## config.mk

```make
export PLATFORM = sky130hd
export DESIGN_NAME = bus_interconnect
export DESIGN_NICKNAME = d
export VERILOG_FILES = /design/src/rtl/bus_interconnect.sv
export SDC_FILE = /design/constraint.sdc
export NUM_CORES = 1
export LEC_CHECK = 0
export CAP_MARGIN = 20
export CORE_MARGIN = 8
export CORE_UTILIZATION = 30
export CTS_CLUSTER_SIZE = 14
export DETAILED_ROUTE_END_ITERATION = 16
export PLACE_DENSITY = 0.85
export SLEW_MARGIN = 25
export SYNTH_ARGS = -nofsm -noshare
export SYNTH_HDL_FRONTEND = slang
export SYNTH_SLANG_ARGS = --single-unit
export TNS_END_PERCENT = 100
```

## constraint.sdc

```tcl
create_clock -name clk -period 3.39 [get_ports clk]
set_input_delay 0.5085 -clock clk [delete_from_list [all_inputs] [get_ports clk]]
set_output_delay 0.5085 -clock clk [all_outputs]
set_load 0.005 [all_outputs]
```

## src/rtl/bus_interconnect.sv

```systemverilog
// Shared-bus interconnect: two masters, two plain slaves and one split-capable
// slave. Fixed-priority arbitration (m1 > m2), address decode on the top two
// address bits, combinational forward/return muxing, and split parking/resume.
//
// state        | meaning
// -------------+-----------------------------------------------------------
// IDLE         | no owner; arbitrate split resume, then m1, then m2
// GRANTED      | one master owns the bus and talks to the decoded target
// SPLIT_RESUME | split slave returns deferred read data to the parked master
module bus_interconnect #(
    parameter int ADDR_W = 16,
    parameter int DATA_W = 8
) (
    input  logic              clk,
    input  logic              rst_n,
    // master 1
    input  logic              m1_req,
    input  logic [ADDR_W-1:0] m1_address_out,
    input  logic              m1_address_out_valid,
    input  logic [DATA_W-1:0] m1_data_out,
    input  logic              m1_data_out_valid,
    input  logic              m1_rw,
    input  logic              m1_ready,
    output logic              m1_grant,
    output logic [DATA_W-1:0] m1_data_in,
    output logic              m1_data_in_valid,
    output logic              m1_ack,
    output logic              m1_split_ack,
    // master 2
    input  logic              m2_req,
    input  logic [ADDR_W-1:0] m2_address_out,
    input  logic              m2_address_out_valid,
    input  logic [DATA_W-1:0] m2_data_out,
    input  logic              m2_data_out_valid,
    input  logic              m2_rw,
    input  logic              m2_ready,
    output logic              m2_grant,
    output logic [DATA_W-1:0] m2_data_in,
    output logic              m2_data_in_valid,
    output logic              m2_ack,
    output logic              m2_split_ack,
    // slave 1
    input  logic              s1_ready,
    input  logic              s1_ack,
    input  logic [DATA_W-1:0] s1_data_out,
    input  logic              s1_data_out_valid,
    output logic [ADDR_W-1:0] s1_address_in,
    output logic              s1_address_in_valid,
    output logic [DATA_W-1:0] s1_data_in,
    output logic              s1_data_in_valid,
    output logic              s1_rw,
    // slave 2
    input  logic              s2_ready,
    input  logic              s2_ack,
    input  logic [DATA_W-1:0] s2_data_out,
    input  logic              s2_data_out_valid,
    output logic [ADDR_W-1:0] s2_address_in,
    output logic              s2_address_in_valid,
    output logic [DATA_W-1:0] s2_data_in,
    output logic              s2_data_in_valid,
    output logic              s2_rw,
    // split-capable slave
    input  logic              split_s_ready,
    input  logic              split_s_ack,
    input  logic [DATA_W-1:0] split_s_data_out,
    input  logic              split_s_data_out_valid,
    input  logic              split_s_split_ack,
    input  logic              split_s_req,
    output logic [ADDR_W-1:0] split_s_address_in,
    output logic              split_s_address_in_valid,
    output logic [DATA_W-1:0] split_s_data_in,
    output logic              split_s_data_in_valid,
    output logic              split_s_rw,
    output logic              split_s_grant
);

    typedef enum logic [1:0] {
        IDLE         = 2'd0,
        GRANTED      = 2'd1,
        SPLIT_RESUME = 2'd2
    } state_t;

    localparam logic [1:0] T_S1   = 2'b00;
    localparam logic [1:0] T_S2   = 2'b01;
    localparam logic [1:0] T_SPL  = 2'b10;
    localparam logic [1:0] T_NONE = 2'b11;

    state_t            state, state_n;
    logic              owner, owner_n;       // 0 = m1, 1 = m2
    logic              split_pend, split_owner;
    logic              set_split, clr_split;
    logic [1:0]        tgt_q, tgt;
    logic              unm_ack_q, unm_rd_q;

    logic [ADDR_W-1:0] g_addr;
    logic [DATA_W-1:0] g_data;
    logic              g_aval, g_dval, g_rw, g_req;
    logic              granted, resume, sel_ready;

    logic              r_ack, r_dval, r_split;
    logic [DATA_W-1:0] r_data;
    logic              ret_owner, ret_active;
    logic              park_ready, m1_elig, m2_elig;

    assign granted       = (state == GRANTED);
    assign resume        = (state == SPLIT_RESUME);
    assign split_s_grant = resume;

    // Select the owning master's forward signals.
    always_comb begin
        g_addr = owner ? m2_address_out       : m1_address_out;
        g_aval = owner ? m2_address_out_valid : m1_address_out_valid;
        g_data = owner ? m2_data_out          : m1_data_out;
        g_dval = owner ? m2_data_out_valid    : m1_data_out_valid;
        g_rw   = owner ? m2_rw                : m1_rw;
        g_req  = owner ? m2_req               : m1_req;
    end

    // Live decode while the address is valid, latched target otherwise.
    always_comb begin
        tgt = tgt_q;
        if (granted && g_aval) tgt = g_addr[ADDR_W-1 -: 2];
    end

    // Target readiness; a busy split slave stalls new requests to it.
    always_comb begin
        sel_ready = 1'b1;
        case (tgt)
            T_S1:    sel_ready = s1_ready;
            T_S2:    sel_ready = s2_ready;
            T_SPL:   sel_ready = split_s_ready && !split_pend;
            default: sel_ready = 1'b1;
        endcase
    end

    // Forward path: only the selected target sees the owner's request.
    always_comb begin
        s1_address_in = '0; s1_address_in_valid = 1'b0; s1_data_in = '0;
        s1_data_in_valid = 1'b0; s1_rw = 1'b0;
        s2_address_in = '0; s2_address_in_valid = 1'b0; s2_data_in = '0;
        s2_data_in_valid = 1'b0; s2_rw = 1'b0;
        split_s_address_in = '0; split_s_address_in_valid = 1'b0; split_s_data_in = '0;
        split_s_data_in_valid = 1'b0; split_s_rw = 1'b0;
        if (granted) begin
            case (tgt)
                T_S1: begin
                    s1_address_in       = g_addr;
                    s1_address_in_valid = g_aval && sel_ready;
                    s1_data_in          = g_data;
                    s1_data_in_valid    = g_dval && sel_ready;
                    s1_rw               = g_rw;
                end
                T_S2: begin
                    s2_address_in       = g_addr;
                    s2_address_in_valid = g_aval && sel_ready;
                    s2_data_in          = g_data;
                    s2_data_in_valid    = g_dval && sel_ready;
                    s2_rw               = g_rw;
                end
                T_SPL: begin
                    split_s_address_in       = g_addr;
                    split_s_address_in_valid = g_aval && sel_ready;
                    split_s_data_in          = g_data;
                    split_s_data_in_valid    = g_dval && sel_ready;
                    split_s_rw               = g_rw;
                end
                default: ;
            endcase
        end
    end

    // Return path mux; unmapped addresses are answered by the bus itself.
    always_comb begin
        r_ack = 1'b0; r_data = '0; r_dval = 1'b0; r_split = 1'b0;
        if (granted) begin
            case (tgt)
                T_S1: begin
                    r_ack = s1_ack; r_data = s1_data_out; r_dval = s1_data_out_valid;
                end
                T_S2: begin
                    r_ack = s2_ack; r_data = s2_data_out; r_dval = s2_data_out_valid;
                end
                T_SPL: begin
                    r_ack   = split_s_ack;
                    r_data  = split_s_data_out;
                    r_dval  = split_s_data_out_valid;
                    r_split = split_s_split_ack && !split_pend;
                end
                default: begin
                    r_ack  = unm_ack_q;
                    r_dval = unm_ack_q && unm_rd_q;
                end
            endcase
        end else if (resume) begin
            r_ack  = split_s_ack;
            r_data = split_s_data_out;
            r_dval = split_s_data_out_valid;
        end
    end

    // Steer grant and return signals to the current owner only.
    always_comb begin
        ret_owner  = resume ? split_owner : owner;
        ret_active = granted || resume;
        m1_grant = (granted && !owner) || (resume && !split_owner);
        m2_grant = (granted &&  owner) || (resume &&  split_owner);
        m1_ack = 1'b0; m1_data_in = '0; m1_data_in_valid = 1'b0; m1_split_ack = 1'b0;
        m2_ack = 1'b0; m2_data_in = '0; m2_data_in_valid = 1'b0; m2_split_ack = 1'b0;
        if (ret_active && !ret_owner) begin
            m1_ack = r_ack; m1_data_in = r_data; m1_data_in_valid = r_dval;
            m1_split_ack = r_split;
        end
        if (ret_active && ret_owner) begin
            m2_ack = r_ack; m2_data_in = r_data; m2_data_in_valid = r_dval;
            m2_split_ack = r_split;
        end
    end

    // Next-state: split resume beats new requests; a parked master waits.
    always_comb begin
        state_n    = state;
        owner_n    = owner;
        set_split  = 1'b0;
        clr_split  = 1'b0;
        park_ready = split_owner ? m2_ready : m1_ready;
        m1_elig    = m1_req && !(split_pend && !split_owner);
        m2_elig    = m2_req && !(split_pend &&  split_owner);
        case (state)
            IDLE: begin
                if (split_pend && split_s_req && park_ready) begin
                    state_n = SPLIT_RESUME;
                end else if (m1_elig) begin
                    state_n = GRANTED;
                    owner_n = 1'b0;
                end else if (m2_elig) begin
                    state_n = GRANTED;
                    owner_n = 1'b1;
                end
            end
            GRANTED: begin
                if (r_split) begin
                    state_n   = IDLE;
                    set_split = 1'b1;
                end else if (!g_req) begin
                    state_n = IDLE;
                end
            end
            SPLIT_RESUME: begin
                if (!split_s_req) begin
                    state_n   = IDLE;
                    clr_split = 1'b1;
                end
            end
            default: state_n = IDLE;
        endcase
    end

    // State register.
    always_ff @(posedge clk or negedge rst_n) begin
        if (!rst_n) state <= IDLE;
        else        state <= state_n;
    end

    // Owner, split bookkeeping and latched target.
    always_ff @(posedge clk or negedge rst_n) begin
        if (!rst_n) begin
            owner       <= 1'b0;
            split_pend  <= 1'b0;
            split_owner <= 1'b0;
            tgt_q       <= T_S1;
        end else begin
            owner <= owner_n;
            if (set_split) begin
                split_pend  <= 1'b1;
                split_owner <= owner;
            end else if (clr_split) begin
                split_pend <= 1'b0;
            end
            if (granted && g_aval) tgt_q <= g_addr[ADDR_W-1 -: 2];
        end
    end

    // One-cycle bus ack (plus zero read data) for unmapped addresses.
    always_ff @(posedge clk or negedge rst_n) begin
        if (!rst_n) begin
            unm_ack_q <= 1'b0;
            unm_rd_q  <= 1'b0;
        end else begin
            unm_ack_q <= granted && g_aval && (g_addr[ADDR_W-1 -: 2] == T_NONE) && !unm_ack_q;
            if (granted && g_aval) unm_rd_q <= !g_rw;
        end
    end

endmodule

```

==> run summary <==
The ratio of cells with drive above 1 in the final layout was 0.155. The filler cells instantiated in the layout total 508. The tools report the data arrival time of the worst path as 2.78 ns. The worst path needs 3.28 ns of the cycle, external delays included. The required time at the worst-slack endpoint was 2.88 ns; the pre-CTS worst setup slack was -0.209 ns. The final max-slew violation count was 0; the number of core rows was 29. The worst setup path is launched from a primary input. TritonCTS built the clock tree. In this run, synthesis produced a sequential element count of 9. In this run, post-CTS hold repair placed 0 buffers. For the share of the core filled with cells, the log shows 0.679.

The number of hold violations in the final report is 0. The tools report the first-pass detailed-route iteration total as 4. The clock transition at the registers of the reported paths is 0.04 ns, and the total die area is 9400 um^2. For the wire length after detailed routing, the log shows 11300 um. The area used by multi-input combinational logic is 1690 um^2, and the mean area per synthesized cell is 6.76 um^2. The worst hold path belongs to the class reg -> reg. Counting every net in the synthesized netlist gives 389. The detail route stage leaves a number of antenna-violating nets equal to 0. The number of sinks handled by clock tree synthesis was 9; the count of buffers from port buffering was 200. Across the routed clock network, the largest skew measured is 0.000280 ns.

In this run the vertical extent of the chip is 97.0 um. Summed over all nets, the half-perimeter wirelength after detailed placement is 9410 um. The number of different library cells used by synthesis comes to 49. The worst path meets setup with 0.106 ns of slack.

For the wire length of the first global-routing pass, the log shows 17200 um. The core region is 6350 um^2. Clock latency of the later-clocked register in the worst-skew pair: 0.23 ns. sky130_fd_sc_hd__nor2_1 takes more of the synthesized area than any other cell.

The total of endpoints with negative setup slack in the final report is 0. After technology mapping, the gate count stands at 291. In this run, the number of DRC markers left after iteration 0 of detailed routing was 131. From synthesis to final layout, the design area changed by 119%.

The share of synthesized flip-flops with an asynchronous set or reset works out to 1.00. By area the synthesized netlist is led by sky130_fd_sc_hd__nor2_1 16%, sky130_fd_sc_hd__mux2_2 15%, sky130_fd_sc_hd__a22o_1 12%, sky130_fd_sc_hd__dfrtp_1 11%, sky130_fd_sc_hd__nand2_1 7.4%. Area fraction of the dominant cell type after synthesis: 0.160. The largest fanout of any net on the critical path works out to 25.

Summing all flip-flop and latch instances after layout gives 225 um^2. Buffer cell driving the clock tree root: sky130_fd_sc_hd__clkbuf_8. Summing every instance area after synthesis gives 1970 um^2. By instance count, the leading cell after synthesis is sky130_fd_sc_hd__nor2_1. At the pin with the least slew margin, the transition time is 0.432 ns.

Counting instances in the post-synthesis netlist gives the leading cell types as 84 x sky130_fd_sc_hd__nor2_1, 39 x sky130_fd_sc_hd__nand2_1, 27 x sky130_fd_sc_hd__mux2_2. The logs give 0.310 for the starting density of the core and 0 for the post-CTS setup buffer count. The initial antenna violation count was 0; the ratio of final minimum period to clock period was 0.969. The power density over the cells works out to 792 nW/um^2. The worst setup path is captured at an output pin.

0 antenna diodes ended up in the layout. The run finished with clean final reports. Derived from the worst setup path, the maximum achievable clock frequency is 304 MHz. In this run, CTS created clock tree buffers numbering 3. Power comes to 3420 uW.

The tools report the number of top-level pins as 201. Dividing the detail-routed via count by the number of cells gives 5.25. In this run the horizontal extent of the chip is 97.0 um. The category of the most critical setup path is in -> out.

For this run, the leading register cell type out of synthesis is sky130_fd_sc_hd__dfrtp_1. Via count of the first global-routing pass: 3210. The average detailed-routed wire length per instance is 19.6 um, and the synthesis warning total is 0. The logs give 0.711 for the worst slew margin relative to its limit and 3019 for the number of vias after detailed routing.

Entering global routing, the biggest net connects 26 pins. The sum of overflow across all layers after global routing is 0. The tools report the deepest level of the CTS H-tree as 1. The tools report the last weighted congestion value of the routability-driven placer as 0.881. Counting flops with a built-in enable in the synthesized netlist gives 0. The proportion of synthesized chip area in sequential cells is 0.115, and the maximum ir drop on the vdd rail is 0.402 mV. The net count of the finished layout is 597.

No sink is reached through more buffers than the 2 on the longest clock path. The tools report the combined global-route utilization of all metal layers as 0.219. Count of max-cap constraint violations: 0. Final routed DRC violation total: 0. For the leakage power of the design, the log shows 0.00170 uW.
through the flow:
step	instance area, um^2	setup TNS (ns)	cells	hold slack (ns)
floorplan	1970	0	291	0.213
global placement	4190	-0.211	571	0.452
detailed placement	4190	-2.44	571	0.482
CTS	4260	0	575	0.491
global route	4310	-0.140	575	0.551
finish	4310	0	575	0.515
report_power, final:
part           leakage [uW]  internal [uW]  switching (uW)
Sequential         0.000113            156            73.1
Clock             0.0000228           81.8            41.1
Combinational       0.00156           1590            1480
Total               0.00170           1820            1590
critical path, cell delays in order:
cell	delay [ns]
sky130_fd_sc_hd__clkdlybuf4s50_1	0.48
sky130_fd_sc_hd__and4b_1	0.23
sky130_fd_sc_hd__a41o_1	0.28
sky130_fd_sc_hd__or3_1	0.42
sky130_fd_sc_hd__buf_12	0.18
sky130_fd_sc_hd__nor2_1	0.11
sky130_fd_sc_hd__clkdlybuf4s50_1	0.56
path summary, 6_finish.rpt:
check	slack, ns	start	to	cells after the start
setup / recovery	0.11	m1_address_out[15]	s1_address_in[5]	7
hold / removal	0.52	unm_rd_q$_DFFE_PN0N_	unm_rd_q$_DFFE_PN0N_	2
setup reg to reg	0.99	state[1]$_DFFE_PN0P_	split_owner$_DFFE_PN0P_	8
hold reg to reg	0.52	unm_rd_q$_DFFE_PN0N_	unm_rd_q$_DFFE_PN0N_	2
max in group asynchronous	2.50	rst_n	tgt_q[1]$_DFF_PN0_	1
min in group asynchronous	0.59	rst_n	state[1]$_DFFE_PN0P_	1
cell usage in the layout, fill, tap and decap left out, drive strengths merged, types with 3 or more instances in the layout:
cell           count
dfrtp              9
o21ai              3
nor2b              4
inv                7
a21boi             3
nand2             39
nor3               8
clkdlybuf4s50    196
ha                 3
nor2              84
mux2              29
mux2i              5
clkbuf             4
a22o              26
a21oi              8
nand2b             5
buf               25
layout make-up:
type | count | share of cell area
multi-input cells | 253 | 0.392
flip-flops and latches | 9 | 0.0522
repair buffers | 225 | 0.517
inverters | 7 | 0.00609
clock buffers | 4 | 0.0104
well taps | 77 | 0.0223
kinds of logic (layout without fill, tap and decap cells):
| kind of cell | Yosys count | in the layout | synth area share |
|---|---|---|---|
| muxes | 34 | 34 | 0.195 |
| adders and majority gates | 3 | 3 | 0.0191 |
| AOI/OAI and AO/OA | 60 | 60 | 0.249 |
| buffers and inverters | 29 | 236 | 0.0611 |
| DFF | 9 | 9 | 0.115 |
| and+or+nand+nor | 156 | 156 | 0.361 |
registers in the layout, summed over array words and instances (netlist names):
name and flops:
tgt_q 2, state 2, unm_ack_q 1, owner 1, split_owner 1, unm_rd_q 1, split_pend 1
routing by layer:
metal | up-vias | GRT usage | share of wire
met5 | - | 0 | 0
met4 | 0 | 0.0781 | 0.029
met3 | 22 | 0.0861 | 0.10
met2 | 164 | 0.397 | 0.49
met1 | 1393 | 0.222 | 0.37
li1 | 1440 | - | -
what timing repair did:
action / in CTS / in global routing
resized for setup: 13 / 10
setup endpoints to repair: 23 / 22
pin swaps: 1 / 1
(Power assumes the default switching activity.)
